## src/rtl/tx_bf_ch_pkg.sv

```systemverilog
// Shared widths, defaults and state encoding for the transmit beamforming channel.
package tx_bf_ch_pkg;

  localparam int ADDR_WD_DEF     = 8;
  localparam int DELAY_WD_DEF    = 12;
  localparam int HP_WD_DEF       = 6;
  localparam int NC_WD_DEF       = 4;
  localparam int DAMP_CYCLES_DEF = 8;

  localparam logic [2:0] ST_IDLE  = 3'd0;
  localparam logic [2:0] ST_FETCH = 3'd1;
  localparam logic [2:0] ST_DELAY = 3'd2;
  localparam logic [2:0] ST_FIRE  = 3'd3;
  localparam logic [2:0] ST_DAMP  = 3'd4;
  localparam logic [2:0] ST_DONE  = 3'd5;

  typedef enum logic [2:0] {
    S_IDLE  = ST_IDLE,
    S_FETCH = ST_FETCH,
    S_DELAY = ST_DELAY,
    S_FIRE  = ST_FIRE,
    S_DAMP  = ST_DAMP,
    S_DONE  = ST_DONE
  } state_t;

endpackage

```

## src/rtl/tx_bf_ch_lut.sv

```systemverilog
// Per-line transmit delay table: simple dual-port RAM, registered read-first output.
module tx_delay_lut
  import tx_bf_ch_pkg::*;
#(
  parameter int ADDR_WD  = ADDR_WD_DEF,
  parameter int DELAY_WD = DELAY_WD_DEF
) (
  input  logic                clk,
  input  logic                we,
  input  logic [ADDR_WD-1:0]  waddr,
  input  logic [DELAY_WD-1:0] wdata,
  input  logic [ADDR_WD-1:0]  raddr,
  output logic [DELAY_WD-1:0] rdata
);

  logic [DELAY_WD-1:0] mem [2**ADDR_WD];
  logic [DELAY_WD-1:0] rdata_q;

  // Read and write in one block so a same-address collision returns old data.
  always_ff @(posedge clk) begin
    rdata_q <= mem[raddr];
    if (we) mem[waddr] <= wdata;
  end

  assign rdata = rdata_q;

endmodule

```

## src/rtl/tx_bf_ch.sv

```systemverilog
// Transmit beamforming channel: fetch per-line delay, wait, fire bipolar burst, clamp.
module tx_bf_ch
  import tx_bf_ch_pkg::*;
#(
  parameter int ADDR_WD     = ADDR_WD_DEF,
  parameter int DELAY_WD    = DELAY_WD_DEF,
  parameter int HP_WD       = HP_WD_DEF,
  parameter int NC_WD       = NC_WD_DEF,
  parameter int DAMP_CYCLES = DAMP_CYCLES_DEF
) (
  input  logic                clk,
  input  logic                rst,
  input  logic [ADDR_WD-1:0]  lut_addr,
  input  logic                lut_we,
  input  logic [DELAY_WD-1:0] lut_din,
  input  logic                start,
  input  logic [ADDR_WD-1:0]  line_addr,
  input  logic [HP_WD-1:0]    half_period,
  input  logic [NC_WD-1:0]    num_cycles,
  output logic                pulse_p,
  output logic                pulse_n,
  output logic                clamp,
  output logic                tx_en,
  output logic                busy,
  output logic                done
);

  localparam int DW = $clog2(DAMP_CYCLES + 1);

  state_t              state_q, state_d;
  logic [ADDR_WD-1:0]  line_q, line_d;
  logic [HP_WD-1:0]    hp_q, hp_d, ph_q, ph_d;
  logic [NC_WD-1:0]    nc_q, nc_d, cyc_q, cyc_d;
  logic                neg_q, neg_d, first_q, first_d;
  logic [DELAY_WD-1:0] cnt_q, cnt_d, cnt_cur, lut_rdata;
  logic [DW-1:0]       dcnt_q, dcnt_d;
  logic                pulse_p_q, pulse_p_d, pulse_n_q, pulse_n_d, clamp_q, clamp_d;
  logic                tx_en_q, tx_en_d, done_q, done_d;

  tx_delay_lut #(.ADDR_WD(ADDR_WD), .DELAY_WD(DELAY_WD)) u_lut (
    .clk   (clk),
    .we    (lut_we),
    .waddr (lut_addr),
    .wdata (lut_din),
    .raddr (line_q),
    .rdata (lut_rdata)
  );

  // On the first DELAY cycle the freshly read LUT word stands in for the counter.
  assign cnt_cur = first_q ? lut_rdata : cnt_q;

  always_comb begin
    state_d = state_q;
    line_d  = line_q;
    hp_d    = hp_q;
    nc_d    = nc_q;
    ph_d    = ph_q;
    cyc_d   = cyc_q;
    neg_d   = neg_q;
    first_d = 1'b0;
    cnt_d   = cnt_q;
    dcnt_d  = dcnt_q;
    case (state_q)
      S_IDLE: begin
        if (start) begin
          line_d  = line_addr;
          hp_d    = (half_period == '0) ? HP_WD'(1) : half_period;
          nc_d    = num_cycles;
          state_d = S_FETCH;
        end
      end
      S_FETCH: begin
        first_d = 1'b1;
        state_d = S_DELAY;
      end
      S_DELAY: begin
        if (cnt_cur == '0) begin
          ph_d    = '0;
          neg_d   = 1'b0;
          cyc_d   = '0;
          dcnt_d  = '0;
          state_d = (nc_q == '0) ? S_DAMP : S_FIRE;
        end else begin
          cnt_d = cnt_cur - DELAY_WD'(1);
        end
      end
      S_FIRE: begin
        if (ph_q == hp_q - HP_WD'(1)) begin
          ph_d = '0;
          if (neg_q) begin
            neg_d = 1'b0;
            if (cyc_q == nc_q - NC_WD'(1)) begin
              dcnt_d  = '0;
              state_d = S_DAMP;
            end else begin
              cyc_d = cyc_q + NC_WD'(1);
            end
          end else begin
            neg_d = 1'b1;
          end
        end else begin
          ph_d = ph_q + HP_WD'(1);
        end
      end
      S_DAMP: begin
        if (dcnt_q == DW'(DAMP_CYCLES - 1)) state_d = S_DONE;
        else                                dcnt_d  = dcnt_q + DW'(1);
      end
      S_DONE:  state_d = S_IDLE;
      default: state_d = S_IDLE;
    endcase

    // Outputs are decoded from the next state so they register in step with it.
    pulse_p_d = (state_d == S_FIRE) && !neg_d;
    pulse_n_d = (state_d == S_FIRE) && neg_d;
    clamp_d   = (state_d == S_DAMP);
    tx_en_d   = (state_d == S_FETCH) || (state_d == S_DELAY) ||
                (state_d == S_FIRE)  || (state_d == S_DAMP);
    done_d    = (state_d == S_DONE);
  end

  always_ff @(posedge clk) begin
    if (rst) begin
      state_q   <= S_IDLE;
      line_q    <= '0;
      hp_q      <= '0;
      nc_q      <= '0;
      ph_q      <= '0;
      cyc_q     <= '0;
      neg_q     <= 1'b0;
      first_q   <= 1'b0;
      cnt_q     <= '0;
      dcnt_q    <= '0;
      pulse_p_q <= 1'b0;
      pulse_n_q <= 1'b0;
      clamp_q   <= 1'b0;
      tx_en_q   <= 1'b0;
      done_q    <= 1'b0;
    end else begin
      state_q   <= state_d;
      line_q    <= line_d;
      hp_q      <= hp_d;
      nc_q      <= nc_d;
      ph_q      <= ph_d;
      cyc_q     <= cyc_d;
      neg_q     <= neg_d;
      first_q   <= first_d;
      cnt_q     <= cnt_d;
      dcnt_q    <= dcnt_d;
      pulse_p_q <= pulse_p_d;
      pulse_n_q <= pulse_n_d;
      clamp_q   <= clamp_d;
      tx_en_q   <= tx_en_d;
      done_q    <= done_d;
    end
  end

  assign pulse_p = pulse_p_q;
  assign pulse_n = pulse_n_q;
  assign clamp   = clamp_q;
  assign tx_en   = tx_en_q;
  assign busy    = tx_en_q;
  assign done    = done_q;

endmodule
```

## config.mk

```make
export PLATFORM = sky130hd
export DESIGN_NAME = tx_bf_ch
export DESIGN_NICKNAME = d
export VERILOG_FILES = /design/src/rtl/tx_bf_ch_pkg.sv /design/src/rtl/tx_bf_ch_lut.sv /design/src/rtl/tx_bf_ch.sv
export SDC_FILE = /design/constraint.sdc
export NUM_CORES = 2
export LEC_CHECK = 0
export BUFFER_PORTS_ARGS = -buffer_cell sky130_fd_sc_hd__clkbuf_2
export CAP_MARGIN = 20
export CORE_MARGIN = 10
export CORE_UTILIZATION = 60
export DETAILED_ROUTE_END_ITERATION = 8
export HOLD_SLACK_MARGIN = 0.05
export PLACE_DENSITY = 0.73
export SETUP_SLACK_MARGIN = 0.4
export SLEW_MARGIN = 25
export SYNTH_ARGS = -nofsm -noshare
export SYNTH_HDL_FRONTEND = slang
export SYNTH_HIERARCHICAL = 1
export SYNTH_SLANG_ARGS = --single-unit
```

## constraint.sdc

```tcl
create_clock -name clk -period 4.92 [get_ports clk]
set_input_delay 0.492 -clock clk [delete_from_list [all_inputs] [get_ports clk]]
set_output_delay 0.492 -clock clk [all_outputs]
set_load 0.02 [all_outputs]
```

Word level (Yosys, flattened, before mapping)
Memory sizes are Yosys's and may differ from the RTL's. A register that Yosys moved wholly into a read port is not among the register bits.
Index checks and enable logic that the tools add are counted.
- register bits after elaboration: 54
- bits in writable memories: 3072
- memories kept: 1
- add/subtract/negate cells: 6
- equality and inequality tests: 18
- multiplexer cells: 30
- bitwise operators: 1
- reduce and logical (&&, ||, !) cells: 17
- memory list (name ; depth ; bits a word ; read ports ; clocked after memory_dff ; write ports ; RTL line ; source):
    u_lut.mem ; 256 ; 12 ; 1 ; 1 ; 1 ; tx_bf_ch_lut.sv:16 ; logic [DELAY_WD-1:0] mem [2**ADDR_WD];
- operator list (cell ; number):
    two-way mux 4 bit ; 8
    two-way mux 3 bit ; 7
    two-way mux 6 bit ; 3
    case mux 3 bit (5 select lines) ; 1
    == test 3 x 2 -> 1 bit, second input constant ; 4
    logical NOT 12 bit ; 1
    two-way mux 12 bit ; 1
    != test 2 bit, second input constant ; 6
    case mux 4 bit (3 select lines) ; 1
    case mux 6 bit (2 select lines) ; 1
    subtractor 12 x 1 -> 12 bit, second input constant ; 1
    == test 3 bit, second input constant ; 3
    adder 4 x 1 -> 4 bit, second input constant ; 2
    case mux 4 bit (2 select lines) ; 1
    adder 6 x 1 -> 6 bit, second input constant ; 1
    == test 3 x 1 -> 1 bit, second input constant ; 2
    == test 6 bit ; 1
    logical NOT 6 bit ; 1
    two-way mux 1 bit ; 6
    AND reduction 2 bit ; 3
    AND reduction 6 bit ; 1
    subtractor 6 x 1 -> 6 bit, second input constant ; 1
    AND reduction 5 bit ; 1
    == test 4 x 3 -> 1 bit, second input constant ; 1
    11 further kinds ; 14

Depth between registers and ports, before layout
- depth in word-level cells: 10
- gate-level depth with buffers: 12
- depth with buffers taken out: 9

Hierarchy
Netlist, hierarchy kept.
- modules (own cells, without submodules) (module ; times used ; cells each ; area an instance (um^2) ; sequential area each (um^2)):
    tx_delay_lut ; 1 ; 5506 ; 118632.5 ; 92488.7
    tx_bf_ch ; 1 ; 384 ; 3012.9 ; 1081.0

Worst setup path before layout
No wires, ideal clock.
- path type: reg-to-reg
- from: register first_q
- to: register tx_en_q (netlist: busy)
- library setup time: 123 ps
- arrival time: 2631 ps
- data required time: 4797 ps
- setup slack: 2166 ps
- stages on the path, launching flop included: 12
- path buffers: 3
- clock period less this slack: 2754 ps
- cell sequence: dfxtp_1 buf_2 buf_2 buf_1 mux2i_1 ha_1 o2111ai_1 nor3_2 a41o_1 a22oi_1 and2_0 mux2_1
- longest elaborated chain between the ends: 8
- elaborated cells on any way between the ends: 11
- classes of those cells: 4 x eq/ne; 3 x mux; 4 x reduce/logical
- ends and longest elaborated chain (item ; RTL line ; source):
    from (decl) ; tx_bf_ch.sv:34 ; logic neg_q, neg_d, first_q, first_d;
    from (signal assigned) ; tx_bf_ch.sv:147 ; first_q <= first_d;
    two-way mux 12 bit (*) ; tx_bf_ch.sv:50 ; assign cnt_cur = first_q ? lut_rdata : cnt_q;
    logical NOT 12 bit (*) ; tx_bf_ch.sv:77 ; if (cnt_cur == '0) begin
    two-way mux 3 bit (*) ; tx_bf_ch.sv:77 ;
    case mux 3 bit (5 select lines) (*) ; tx_bf_ch.sv:63 ; case (state_q)
    == test 3 x 1 -> 1 bit or == test 3 x 2 -> 1 bit (tied branches) ; tx_bf_ch.sv:117 ; tx_en_d = (state_d == S_FETCH) || (state_d == S_DELAY) ||
    logical OR 1 bit (2 in series) ; tx_bf_ch.sv:117 ;
    logical OR 1 bit (*) ; tx_bf_ch.sv:118 ; (state_d == S_FIRE) || (state_d == S_DAMP);
    to (signal assigned) ; tx_bf_ch.sv:153 ; tx_en_q <= tx_en_d;
    to (decl) ; tx_bf_ch.sv:38 ; logic tx_en_q, tx_en_d, done_q, done_d;
Mark *: on every way between the ends. The rest lies on a longest branch, timed or not.
A chain may end at the register's enable or synchronous reset.

==> impl_metrics.tcl <==
set metrics [dict create \
    io_pins 48 \
    status "complete, no violations" \
    rsz0062_at_grt "no" \
    cts.sinks 3138 \
    grt_max_degree 158 \
    synthSimpleGateAreaFrac 0.0281 \
    fin_crit_sh 0.925 \
    synth_compound_area_frac 0.0412 \
    endpoint_kind "register" \
    cp_max_fo 35 \
    p_per_area_nw_per_um2 455 \
    hold_class "in -> reg" \
    clk-insertion-delay-late_ns 0.95 \
    multiInputGateArea_um2 26000 \
    post-route-util 0.680 \
    arrival_ns 5.43 \
    gp_congestion 0.878 \
    antenna_found_initial 16 \
    drt-total-wl_um 312000 \
    relSlewSlack 0.203 \
    finalWorstSetupSlack_ns 0.369 \
    grt.overflow.total 0 \
    ys_types 78 \
    drtIter0Drc 10200 \
    hold_viol_final 0 \
    clock.fmax_mhz 220 \
    rrSetupSlack_ns 0.37 \
    final_antenna_net_count 0 \
    post_cts_buffers 0 \
    met2WireLength_um 145000 \
    dp_slack_ns 0.611 \
    die_area_um2 221000 \
    maxSlewViolCount 0 \
    numPortBuffers 47 \
    whs_endpoint "u_lut/mem[60][5]$_DFFE_PP_" \
    cts_made_buffers 323 \
    synth_edf_count 3072 \
    worst_pin_slew_ns 1.18 \
    dpl.cell_count 8665 \
    peakVddDrop_mv 0.457 \
    regArea_um2 93600 \
    top_signal_layer_used "met5" \
    cts_max_level 5 \
    synth_top_family_by_area "multiplexers" \
    core.rowCount 165 \
    cts.path.max_buffers 4 \
    grtUsageTotal 0.279 \
    drc 0 \
    vias 63300 \
    routed_via_density 6.83 \
    setup_violations 0 \
    netlist_instances 5890 \
    yosysWarnings 6 \
    avgSynthCellArea_um2 20.7 \
    cts_tree "built" \
    whs_path_depth 1 \
    cts.clk_slew.worst_paths_ns 0.07 \
    post-dp-hpwl_um 185000 \
    layout_commonest_cell "edfxtp_1" \
    finalCriticalPeriod_ns 4.55 \
    grt_pass1_vias 62200 \
    hold_path.startpoint "lut_din[5]" \
    dr_wl_met3_um 40000 \
    chipWidth_um 470 \
    tns_ns 0 \
    wl_met1_um 114000 \
    cts_hold_buf 34 \
    areaGrowthSynthToFinish_pct 12.8 \
    layoutNonFillerInstCount 9268 \
    synth_fp_nets 5940 \
    cts_resized 0 \
    synth.area.mux_share 0.140 \
    syn_area_um2 122000 \
    async_flop_share 0 \
    die_y_um 470 \
    detail_route.wl_per_cell_um 33.6 \
    fill_cells 12300 \
    ys_seq_area_frac 0.769 \
    start_kind "register" \
    critPathKind "reg -> reg" \
    fin_skew_ns 0.0620 \
    required_ns 5.80 \
    r2r_start "line_q[0]$_SDFFE_PP0P_" \
    worstRegToRegCells 9 \
    synth_ff_type "edfxtp_1" \
    layout-drive-gt1-share 0.248 \
    synth_xor_area_frac 0.00144 \
    grt_pass1_wl_um 450000 \
    maxCapViolCount 0 \
    root_buffer "clkbuf_16" \
    crit_path_start "line_q[0]$_SDFFE_PP0P_" \
    synth_seq_cells 3138 \
    coreArea_um2 202000 \
    yosys.area_share.adder 0.000823 \
    final_cell_mix "edfxtp_1 (3072), mux4_2 (636), buf_4 (376), clkbuf_16 (331), nor2_1 (308)" \
    r2r_end "u_lut/rdata[1]$_DFF_P_" \
    start_util 0.602 \
    nets 6409 \
    p_leak_uw 0.0422 \
    hold_ws_ns 0.0328 \
    drt_pass1_iterations 6 \
]
## layer usage
| layer | vias to the layer above | GRT usage |
|---|---|---|
| met5 | - | 0 |
| met4 | 20 | 0.103 |
| met3 | 656 | 0.0777 |
| met2 | 4229 | 0.423 |
| met1 | 32800 | 0.394 |
| li1 | 25600 | - |
## flip-flops by register name, indices dropped and copies added, names as in the netlist, 4 cells and up
| register | count |
|---|---|
| u_lut/mem | 3072 |
| cnt_q | 12 |
| u_lut/rdata | 12 |
| line_q | 8 |
| hp_q | 6 |
| ph_q | 6 |
| cyc_q | 4 |
| dcnt_q | 4 |
| nc_q | 4 |
## worst max path at each step
stage	endpoint	depth (start not counted)	slack, ns
3_5_place_dp	u_lut/rdata[0]$_DFF_P_	9	0.61
3_3_place_gp	u_lut/rdata[1]$_DFF_P_	9	0.27
4_1_cts	u_lut/rdata[0]$_DFF_P_	9	0.59
5_1_grt	u_lut/rdata[1]$_DFF_P_	9	0.46
2_1_floorplan	busy$_SDFF_PP0_	11	2.17
6_report	u_lut/rdata[1]$_DFF_P_	9	0.37
## where the power goes
group	internal [uW]	total, uW	switching [uW]
logic	3570	9220	5650
registers	29500	30000	418
clock network	13400	23200	9750
total	46500	62400	15800
## worst max-delay path, cell delays in order (launching register included)
cell       delay [ns]
dfxtp_4          0.93
buf_12           0.37
buf_12           0.23
buf_12           0.24
mux4_2           0.26
nor2b_1          0.04
a2111oi_0        0.89
nor4_1           0.28
o32ai_2          0.75
and3b_1          0.28
## kinds of logic after synthesis
family | Yosys count
buffers and inverters | 371
multiplexers | 906
flip-flops | 3138
adder cells (fa/ha/maj) | 8
AO/OA/AOI/OAI | 728
AND/OR/NAND/NOR | 719
XOR/XNOR | 20
## synth_stat cells (8+ instances only)
master    number  area, um^2
nor3b_1        8        60.1
a31oi_1       23         144
o221ai_1      53         464
dfxtp_1       66        1320
buf_6         35         394
a221oi_1      19         166
nand2b_1      16         100
o32ai_1       11        96.3
mux2_1         8        90.1
clkbuf_1     168         631
o22ai_1       90         563
a21oi_1      156         781
a22o_1        22         193
nor3_1        45         225
nand4_1       20         125
a22oi_1      216        1620
edfxtp_1    3072       92200
nor2_1       342        1280
xnor2_1        9        78.8
o21ai_0       47         235
nor4_1        37         231
buf_8         14         210
mux2i_1      234        2340
a211oi_1      24         180
xor2_1        11        96.3
buf_12        16         320
and2_1         8        50.1
nand3_1       42         210
mux2_2        28         315
buf_1         16        60.1
and3_1        11        68.8
buf_4         34         255
ha_1           8         100
and3b_1        8        70.1
buf_2         75         375
nand2_1       96         360
mux4_2       636       14300
nor2b_1       42         263
inv_1         12        45.0
## cell type report
cell class | count | area share
tap | 2672 | 0.0244
antenna | 7 | 0.000128
timing repair buffer | 502 | 0.0319
clock inverter | 141 | 0.00868
clock buffer | 414 | 0.0632
multi-input combinational | 2381 | 0.189
inverter | 13 | 0.000356
sequential | 3138 | 0.682
## metrics by stage
stage                     area (um^2)  power (uW)
after floorplan                122000       36100
after global placement         127000       39300
after detailed placement       127000       39500
after CTS                      137000       62500
after global routing           137000       64100
final                          137000       62400
(Power assumes the default switching activity.)
